[src/rtl/serial_adder.sv]
// Multi-cycle adder/subtractor: processes DIGIT bits per clock, LSB first, with
// valid/ready handshakes on both sides and one operation in flight at a time.
module serial_adder #(
    parameter int WIDTH = 8,
    parameter int DIGIT = 1
) (
    input  logic             clk,
    input  logic             rst,
    input  logic             in_valid,
    output logic             in_ready,
    input  logic [WIDTH-1:0] a,
    input  logic [WIDTH-1:0] b,
    input  logic             cin,
    input  logic             sub,
    output logic             out_valid,
    input  logic             out_ready,
    output logic [WIDTH-1:0] sum,
    output logic             cout,
    output logic             ovf,
    output logic             busy
);

    localparam int STEPS = WIDTH / DIGIT;
    localparam int CW    = (STEPS > 1) ? $clog2(STEPS) : 1;

    generate
        if ((WIDTH % DIGIT) != 0 || WIDTH < 2) begin : g_bad_params
            $error("serial_adder: DIGIT must divide WIDTH and WIDTH must be >= 2");
        end
    endgenerate

    typedef enum logic [1:0] {IDLE, RUN, DONE} state_t;

    state_t           state_q;
    logic [CW-1:0]    cnt_q;
    logic             carry_q;
    logic [WIDTH-1:0] a_q;
    logic [WIDTH-1:0] b_q;
    logic [WIDTH-1:0] sum_q;
    logic             cout_q;
    logic             ovf_q;
    logic             out_valid_q;

    logic [DIGIT-1:0] a_dig;
    logic [DIGIT-1:0] b_dig;
    logic [DIGIT-1:0] s_dig;
    logic             carry_d;
    logic             msb_cin;

    always_comb begin
        a_dig = a_q[cnt_q*DIGIT +: DIGIT];
        b_dig = b_q[cnt_q*DIGIT +: DIGIT];
        {carry_d, s_dig} = {1'b0, a_dig} + {1'b0, b_dig} + {{DIGIT{1'b0}}, carry_q};
        // Carry into the digit's top bit, recovered from its sum bit.
        msb_cin = a_dig[DIGIT-1] ^ b_dig[DIGIT-1] ^ s_dig[DIGIT-1];
    end

    always_ff @(posedge clk or posedge rst) begin
        if (rst) begin
            state_q     <= IDLE;
            cnt_q       <= '0;
            carry_q     <= 1'b0;
            a_q         <= '0;
            b_q         <= '0;
            sum_q       <= '0;
            cout_q      <= 1'b0;
            ovf_q       <= 1'b0;
            out_valid_q <= 1'b0;
        end else begin
            case (state_q)
                IDLE: begin
                    if (in_valid) begin
                        a_q     <= a;
                        b_q     <= sub ? ~b : b;
                        carry_q <= cin;
                        cnt_q   <= '0;
                        state_q <= RUN;
                    end
                end
                RUN: begin
                    sum_q[cnt_q*DIGIT +: DIGIT] <= s_dig;
                    carry_q <= carry_d;
                    cnt_q   <= cnt_q + 1'b1;
                    if (cnt_q == CW'(STEPS - 1)) begin
                        cout_q      <= carry_d;
                        ovf_q       <= msb_cin ^ carry_d;
                        out_valid_q <= 1'b1;
                        state_q     <= DONE;
                    end
                end
                DONE: begin
                    if (out_ready) begin
                        out_valid_q <= 1'b0;
                        state_q     <= IDLE;
                    end
                end
                default: begin
                    out_valid_q <= 1'b0;
                    state_q     <= IDLE;
                end
            endcase
        end
    end

    assign in_ready  = (state_q == IDLE);
    assign busy      = (state_q != IDLE);
    assign out_valid = out_valid_q;
    assign sum       = sum_q;
    assign cout      = cout_q;
    assign ovf       = ovf_q;

endmodule

[config.mk]
export PLATFORM = sky130hd
export DESIGN_NAME = serial_adder
export DESIGN_NICKNAME = d
export VERILOG_FILES = /design/src/rtl/serial_adder.sv
export SDC_FILE = /design/constraint.sdc
export NUM_CORES = 1
export LEC_CHECK = 0
export BUFFER_PORTS_ARGS = -buffer_cell sky130_fd_sc_hd__buf_2
export CAP_MARGIN = 25
export CORE_MARGIN = 3
export CORE_UTILIZATION = 54
export DETAILED_ROUTE_END_ITERATION = 8
export PLACE_DENSITY = 0.84
export SYNTH_ARGS = -nofsm -noshare
export SYNTH_HDL_FRONTEND = slang
export SYNTH_SLANG_ARGS = --single-unit
[constraint.sdc]
create_clock -name clk -period 3.6 [get_ports clk]
set_clock_uncertainty 0.15 [all_clocks]
set_input_delay 0.36 -clock clk [delete_from_list [all_inputs] [get_ports clk]]
set_output_delay 0.36 -clock clk [all_outputs]
set_load 0.05 [all_outputs]
* Word level (Yosys, flattened, before mapping)
Cells that the tools add are included.
** Storage, ports and cells
- Bits in latches :: 0
- Flip-flop bits (word level) :: 33
- Bits in writable memories :: 0
- Memory bits (read-only) :: 0
- Memories kept :: 0
** Operators by class
- Shift-type cells :: 4
- $lt $le $gt $ge :: 0
- Mux-type cells :: 13
- Multipliers :: 0
- Div/mod/pow operators :: 0
- Reductions and logical operators :: 8
- Bitwise operators :: 5
- Equal/unequal tests :: 6
- Add/subtract/negate cells :: 4
** Operators with widths (number)
- negator 3 -> 34 bit :: 1
- variable shift 1 x 34 -> 8 bit (first input constant) :: 1
- indexed part select 1 x 34 -> 8 bit :: 1
- indexed part select 8 x 4 -> 1 bit :: 2
- bitwise mux 8 bit :: 1
- two-way mux 8 bit :: 1
- inverter 8 bit :: 1
- two-way mux 2 bit :: 3
- != test 2 bit (second input constant) :: 3
- one-hot mux 2 bit (3 select lines) :: 1
- one-hot mux 3 bit (2 select lines) :: 1
- AND reduction 2 bit :: 3
- AND reduction 3 bit :: 2
- nonzero test 2 bit :: 2
- adder 3 x 1 -> 3 bit (second input constant) :: 1
- == test 3 bit (second input constant) :: 1
- two-way mux 1 bit :: 3
- two-way mux 3 bit :: 1
- one-hot mux 1 bit (3 select lines) :: 1
- XOR 1 bit :: 3
- adder 1 x 1 -> 2 bit :: 1
- adder 2 x 1 -> 2 bit :: 1
- == test 2 x 1 -> 1 bit (second input constant) :: 1
- == test 2 bit (second input constant) :: 1
- other kinds (3) :: 3

* Depth between registers and ports, before layout
Gate-level depths: netlist (run 1).
- Word-level depth :: 5
- Mapped depth :: 9

* Worst setup path after synthesis (run 1)
No wires, ideal clock.
- Path type :: flip-flop to flip-flop
- Start :: register cnt_q[0]
- End :: register sum_q[1], in the netlist sum[1]
- Data required time :: 3.325 ns
- Library setup time :: 0.125 ns
- Arrival :: 2.411 ns
- Stages on the path, launching flop included :: 8
- Clock period less this slack :: 2.685 ns
- Setup slack :: 0.915 ns
- Cells stage by stage :: dfrtp_1 -> buf_6 -> mux4_2 -> mux2_4 -> fa_1 -> nor2b_1 -> and3_2 -> mux2_2
** On the way
- Cells in the longest elaborated chain, start to end :: 5
** RTL lines
- start, declared :: line 35 : logic [CW-1:0] cnt_q;
- start signal, assigned :: line 83 : cnt_q <= cnt_q + 1'b1;
- indexed part select 8 x 4 -> 1 bit (on tied branches) :: line 51, 52
- adder 1 x 1 -> 2 bit :: line 53 : {carry_d, s_dig} = {1'b0, a_dig} + {1'b0, b_dig} + {{DIGIT{1'b0}}, carry_q};
- adder 2 x 1 -> 2 bit :: line 53
- indexed part select 1 x 34 -> 8 bit :: line 81 : sum_q[cnt_q*DIGIT +: DIGIT] <= s_dig;
- bitwise mux 8 bit (*) :: line 81
- end signal, assigned by index :: line 81
- end, declared :: line 39 : logic [WIDTH-1:0] sum_q;
Every way passes the cells marked *; elsewhere a longest branch is shown, timed or not.
A chain may end at the register's enable or synchronous reset.

* Worst setup path in the final report (run 1)
- Start :: register cnt_q[0]
- End :: register sum_q[5], in the netlist sum[5]
The elaborated chain is that of the path after synthesis.

==> summary.md, run 1 <==
At the end of routability-driven placement, the weighted congestion stood at 0.8681. Adding up every negative setup slack in the final design gives 0 ns. During placement, the flow inserted port buffers numbering 34. STA puts the critical path data arrival time at 3.08 ns.

The number of standard-cell rows in the floorplan was 19. STA classifies the critical path endpoint as a flip-flop. The via count of the first global-routing pass is 1302, and the vertical die dimension is 61.97 µm. The horizontal die dimension came out at 61.97 µm. Synthesis inferred 33 register bits. After synthesis, the cell types taking the most area are dfrtp_1 (49%), nand2_1 (10%), mux2_2 (6.7%).

The number of nets in the synthesized netlist was 193. The root cell of the clock tree is clkbuf_4. Dividing the final minimum period by the clock period gives 83.60%. The number of setup violations in the final report is 0, and the reported leakage power is 0.001014 µW. The critical path is of the reg2reg type. The number of antenna diodes in the final layout is 0. Tracing the worst setup path back leads to its startpoint at cnt_q[0]$_DFFE_PP0P_. For the post-synthesis sequential area ratio, the log shows 48.82%. After detailed routing, the number of remaining DRC violations is 0. On the final layout, the worst hold slack is 0.06994 ns. TritonCTS built the clock tree. The run gives 0 as the number of pins exceeding their max-slew limit in the final report.

Pin slew with the least headroom to its limit: 0.7271 ns. After detailed routing, the total wire length is 3198 µm. During synthesis, Yosys emitted a total of 0 warnings. The worst register-to-register path begins at cnt_q[0]$_DFFE_PP0P_. The path class of the tightest hold or removal check is in2reg. The run gives 19.94% as the global router's overall resource usage.

The clock reaches the later pin of the worst-skew pair after 0.33 ns. Entering global routing, the biggest net connects 34 pins. 35 I/O pins were placed. Clock tree synthesis found a total of 33 sinks. Clock-pin slew was measured on the worst setup and hold paths at 0.09 ns. The routed layout has 1260 vias. The placed wire-length estimate is 2365 µm.

Cell accounting for the most synthesized area: dfrtp_1. The clock passes through at most 2 buffers. The maximum level of the CTS H-tree was 2. After the first detailed-routing iteration, the DRC count stood at 32.

Ratio of routed vias to standard cells: 5.207. Setup repair after global routing left no endpoint under its margin. STA classifies the critical path startpoint as a flip-flop. The largest stage delay on the critical path was 0.68 ns; the number of inserted filler cells in the final layout was 220. Reg-to-reg endpoint: sum[5]$_DFFE_PP0P_. For this design, the slowest cell found on the critical path is dfrtp_1. The fraction of post-synthesis cell area in the top cell type by area was 48.82%. The area growth from synthesis to layout was 15.53%. The flow ran to the end, and the final reports show no timing, DRC or antenna violations. The path depth of the worst reg2reg path came out at 6. Per-cell routed wire length: 13.21 µm. The worst path required time was 3.67 ns; the final-stage net count was 230. The overall overflow remaining after global route was 0; the distinct cell type count of the synthesized netlist was 25.

Timing would allow up to 332.3 MHz. The number of setup buffers added after CTS is 0. Subtracting the final worst setup slack from the clock period gives 3.009 ns. Largest fanout of any net on the critical path: 14. The endpoint of the most critical setup path was sum[5]$_DFFE_PP0P_. Once detail routing completed, the nets flagged for antenna violations numbered 0.

The maximum ir drop on the vdd rail was 0.4872 mV; the number of hold violations in the final report was 0. Walking the worst path, the cells encountered are mux4_1 -> mux2_4 -> fa_1 -> nor2b_1 -> and3_2 -> mux2_2. The iteration count of the initial detailed-routing pass came out at 4. The logs give 0 for the number of antenna violations at the first check in global routing and 1 for the hold-fix buffer count after cts. Max-cap violations in this run came to 0. The CTS buffer count came out at 5. The run gives 2877 µm² as the total core area.

The setup check on the worst reg-to-reg path leaves a slack of 0.59 ns. The wire length of the first global-routing pass was 5444 µm; the starting density of the core was 58.81%. After clock tree synthesis, the repair step resized 0 gates. Ratio of cells with drive above 1 in the final layout: 27.00%. For this design the ratio of total power to cell area is 973.0 nW/µm². A synthesized cell averages 10.44 µm². After synthesis the cells add up to 1692 µm². Counting every instance in the synthesized netlist gives 162. The die covers 3840 µm². The worst relative slew slack came out at 51.41%.
routing by layer:
metal	share of wire, %	routed length [µm]	global-route usage, %
met3	4.1	132	5.579
met5	0	0	0
met4	1.7	53	8.788
met1	43	1360	21.29
met2	52	1651	36.24
worst max-delay path, delay by kind of cell (launching register included):
kind	cells	cell delay (ns)
adders and majority gates	1	0.49
DFF	1	0.68
muxes	3	1.19
and+or+nand+nor	2	0.40
layout make-up:
| cell class | instances | area, µm² | share of cell area (%) |
|---|---|---|---|
| inverter | 5 | 18.77 | 0.9603 |
| timing repair buffer | 37 | 195.2 | 9.987 |
| sequential | 33 | 825.8 | 42.25 |
| tap | 42 | 52.55 | 2.689 |
| multi-input combinational | 117 | 813.3 | 41.61 |
| clock buffer | 8 | 48.80 | 2.497 |
through the flow:
step	cell area, µm²	util [%]	worst slack [ns]	power [µW]	instances
floorplan	1692	-	0.9145	1481	162
global placement	1896	65.90	0.7095	1647	233
detailed placement	1896	65.90	0.5887	1720	233
CTS	1954	67.94	0.5798	1920	242
global route	1954	67.94	0.4752	2067	242
finish	1954	67.94	0.5905	1902	242
kinds of logic (layout without fill, tap and decap cells):
family	count (synthesis)	in the layout	share of synthesized area, %
flip-flops	33	33	48.82
XOR/XNOR	10	10	5.177
buffers and inverters	12	50	3.106
adder cells (fa/ha/maj)	9	9	7.101
AO/OA/AOI/OAI	15	15	5.103
multiplexers	15	15	13.54
AND/OR/NAND/NOR	68	68	17.16
how the worst min path moves through the flow:
stage,startpoint,cells past startpoint,slack [ns],endpoint
final,a[4],3,0.07,a_q[4]$_DFFE_PP0P_
after global routing,a[3],3,0.06,a_q[3]$_DFFE_PP0P_
after CTS,a[4],3,0.04,a_q[4]$_DFFE_PP0P_
after detailed placement,out_valid$_DFFE_PP0P_,2,0.31,out_valid$_DFFE_PP0P_
after global placement,rst,3,0.30,a_q[1]$_DFFE_PP0P_
after floorplan,a_q[1]$_DFFE_PP0P_,2,0.29,a_q[1]$_DFFE_PP0P_
state kept, by name, summed over array words and instances (netlist names):
name,flops
cout,1
ovf,1
state_q,2
b_q,8
carry_q,1
out_valid,1
cnt_q,3
a_q,8
sum,8
synthesized netlist by cell type, drive strengths merged:
cell type / count
a22oi: 1
and2: 1
and3: 2
buf: 1
clkbuf: 6
dfrtp: 33
fa: 1
ha: 8
inv: 5
mux2: 11
mux4: 4
nand2: 45
nand2b: 1
nand3: 8
nand4b: 1
nor2: 6
nor2b: 3
nor3: 1
o2111ai: 1
o21ai: 11
o31ai: 2
xnor2: 10
report_power, final:
part / total [µW] / internal, µW / switching [µW]
clock: 196 / 77.8 / 118
combinational: 1050 / 423 / 629
sequential: 654 / 528 / 126
layout by cell type (no fill, tap or decap):
cell type	synthesis	layout
buf_2	0	34
nand4b_1	1	1
o2111ai_1	1	1
fa_1	1	1
nand3_1	8	8
ha_1	8	8
a22oi_1	1	1
clkbuf_4	0	5
mux4_1	3	3
nor3_1	1	1
dlygate4sd3_1	0	1
mux2_2	10	10
nor2_1	6	6
o21ai_0	11	11
nor2b_1	3	3
and3_2	1	1
nand2_1	45	45
xnor2_1	10	10
inv_1	5	5
mux4_2	1	1
o31ai_1	2	2
dfrtp_1	33	33
mux2_4	1	1
buf_4	0	2
clkbuf_1	6	3
and2_1	1	1
and3_1	1	1
nand2b_1	1	1
Power figures use the tool's default switching activity.
==> run 2, diff against run 1 <==
==> constraint.sdc (replaced) <==
create_clock -name clk -period 3.1 [get_ports clk]
set_clock_uncertainty 0.15 [all_clocks]
set_input_delay 0.31 -clock clk [delete_from_list [all_inputs] [get_ports clk]]
set_output_delay 0.31 -clock clk [all_outputs]
set_load 0.05 [all_outputs]
==> run 2 against run 1 <==
Die area unchanged. First-iteration DRC count increased by 94%. Total power increased by 26%. Highest routed layer unchanged. Setup slack got worse by 0.26 ns. Flip-flop and latch count unchanged. Largest cell class unchanged.
==> summary.md, run 2 (synthesis gave the netlist of run 1 again) <==
The clock input transition at the sequential cells of the worst setup and hold paths is 0.11 ns (+0.02 ns). The tightest min-delay check is of the in2reg type. CTS buffer count: 5 (unchanged). The power per cell area is 1168 nW/µm² (+20%). The tools report the worst path required time as 3.19 ns (-0.48 ns).

The top-level I/O count was 35 (unchanged). The setup TNS after final layout is 0 ns (unchanged). The per-cell routed wire length was 13.59 µm (+2.8%).

For the placed wire-length estimate, the log shows 2447 µm (+3.4%). The DRC violations left came out at 0 (unchanged). The worst setup path is of the reg2reg kind. STA classifies the critical path endpoint as a flip-flop.

The max-cap violation count was 0 (unchanged). The number of sinks driven by the clock tree is 33 (unchanged), and the vertical die dimension is 61.97 µm (unchanged). The area growth from synthesis to layout is 21.67%. The number of setup violations in the final report came out at 0 (unchanged). The starting density of the core is 58.81% (unchanged), and the wire length of the first global-routing pass is 5568 µm (+2.3%). The run gives 0 (unchanged) as the number of hold violations in the final report.

The logs give 361.1 MHz (+8.7%) for the maximum clock frequency and 21.25% (+1.3 points) for the global router's overall resource usage. The number of post-CTS setup repair buffers was 0 (unchanged); the worst relative slew slack was 44.74% (-6.7 points). Met1 global-route usage: 22.94% (+1.7 points).

The tools report the post-cts gate resize count as 0 (unchanged). Most frequent standard cell in the layout excluding fill and tap cells: nand2_1. The part of the cycle the worst path needs works out to 89.32% (+5.7 points).

The run gives 1279 (+1.5%) as the vias after detailed routing. The ratio of cells with drive above 1 in the final layout was 27.80% (+0.80 points). Setup repair after global routing left no endpoint under its margin.

For the final-stage net count, the log shows 235 (+2.2%). The data arrival at the endpoint of the critical path came out at 2.86 ns (-0.22 ns). The tools report the fraction of power consumed by sequential logic as 30.6% (-3.8 points).

The run gives 0 (unchanged) as the number of antenna violations at the first check in global routing. For the smallest setup slack after layout, the log shows 0.3311 ns (-0.2595 ns). The switching share of total power is 43.41% (-2.5 points).

The number of antenna-violating nets in the routed design is 0 (unchanged), and the horizontal die dimension is 61.97 µm (unchanged). The flow ran to the end, and the final reports show no timing, DRC or antenna violations. The sum of routed wire length over all layers was 3357 µm (+5.0%); the number of inserted filler cells in the final layout was 205 (-6.8%). The total core area came out at 2877 µm² (unchanged). The run gives 0.5073 mV (+4.1%) as the maximum ir drop on the vdd rail. The logs give 52.7% (-2.6 points) for the combinational group share of total power and 0.3748 ns (-0.2139 ns) for the post-place setup slack. After global routing, the most crowded layer is met2. For the maximum number of pins on one net before global-route repair, the log shows 34 (unchanged).

The global-route track usage on met2 was 35.65% (-0.59 points). The ratio of routed vias to standard cells is 5.178 (-0.55%), and the iteration count of the initial detailed-routing pass is 4 (unchanged). The final core area utilization was 71.55% (+3.6 points); the reported leakage power was 0.001064 µW (+4.9%). The internal power of the cells was 1361 µW (+32%); the pin slew with the least headroom to its limit was 0.8272 ns (+0.1001 ns). The power dissipated by switching net loads was 1044 µW (+20%). The root cell of the clock tree was clkbuf_4. The clock period minus final worst setup slack was 2.769 ns (-0.2405 ns); the clock latency on the worst-skew pair was 0.35 ns (+0.02 ns).

Number of antenna cells inserted: 0 (unchanged). The via count of the first global-routing pass is 1259 (-3.3%), and the count of buffers inserted at the top-level ports is 34 (unchanged). The logs give 2 (unchanged) for the maximum level of the CTS H-tree and 62 (+94%) for the iteration-0 DRC count of the detailed router. The run gives 0.8324 (-4.1%) as the routability-driven placement congestion ratio.

For the part of the power in the clock network, the log shows 16.7% (+6.4 points). The tools report the overall overflow remaining after global route as 0 (unchanged). In the layout the commonest cells are nand2_1 (45), buf_2 (34), dfrtp_1 (33), o21ai_0 (11). The area of the die is 3840 µm² (unchanged). Largest fanout of any net on the critical path: 12 (-2). The number of standard-cell rows in the floorplan was 19 (unchanged). The met3 usage is 7.438% (+1.9 points). The number of pins exceeding their max-slew limit in the final report is 0 (unchanged). STA classifies the critical path startpoint as a flip-flop. The run gives 2 (unchanged) as the number of buffers on the longest clock path. TritonCTS built the clock tree.
[run 2: cell types whose count changed in the layout (fill, tap and decap cells not counted), sizes merged]
| cell | delta |
|---|---|
| clkbuf | -3 |
| dlygate4sd3 | +5 |
| clkinv | +1 |
| bufinv | +2 |
[run 2: per-layer routing]
metal  wire length [µm]  vias up  part of all wire (%)
li1                   -      626                     -
met3                166       12                   4.9
met4                110        0                   3.3
met2               1731       38                    52
met1               1348      603                    40
met5                  0        -                     0
[run 2: what timing repair did]
action	CTS	global route
hold buffers	5	1
hold endpoints to repair	37	1
setup endpoints to repair	0	0
[run 2: path summary, 6_finish.rpt]
kind | depth (start not counted) | endpoint | slack, ns | from
worst min register to register | 2 | b_q[6]$_DFFE_PP0P_ | 0.33 | b_q[6]$_DFFE_PP0P_
min in group asynchronous | 4 | a_q[7]$_DFFE_PP0P_ | 0.43 | rst
worst min-delay path | 3 | a_q[5]$_DFFE_PP0P_ | 0.0006 | a[5]
max in group asynchronous | 4 | carry_q$_DFFE_PP0P_ | 2.08 | rst
worst max register to register | 8 | sum[5]$_DFFE_PP0P_ | 0.33 | cnt_q[0]$_DFFE_PP0P_
worst max-delay path | 8 | sum[5]$_DFFE_PP0P_ | 0.33 | cnt_q[0]$_DFFE_PP0P_
[run 2: power by group through the flow]
stage          Clock [µW]  Combinational (µW)  Sequential [µW]
4_1_cts               406                1270              735
5_1_grt               430                1380              757
3_3_place_gp            0                1180              737
2_1_floorplan           0                 834              885
3_5_place_dp            0                1260              746
6_report              402                1270              735
[run 2: critical path, cell delays in order, from the launching register on]
cell and delay (ns):
dfrtp_1 0.41, buf_4 0.21, mux4_1 0.58, nand2_1 0.09, nand2_1 0.08, fa_1 0.48
nor2b_1 0.18, and3_2 0.22, mux2_2 0.26
[run 2: cell type report]
class	instances	area, µm²	area share, %
Clock buffer	5	37.54	1.824
Tap cell	42	52.55	2.553
Clock inverter	3	65.06	3.161
Inverter	5	18.77	0.9119
Timing Repair Buffer	42	245.2	11.91
Sequential cell	33	825.8	40.12
Multi-Input combinational cell	117	813.3	39.51
[run 2: metrics by stage]
step	power (µW)	hold WS (ns)	cell area, µm²	cells
final	2404	0.0005961	2058	247
after global routing	2568	0.0007121	2058	247
after CTS	2410	0.0005564	2048	246
after detailed placement	2003	0.2683	1896	233
after global placement	1921	0.2545	1896	233
after floorplan	1719	0.2654	1692	162
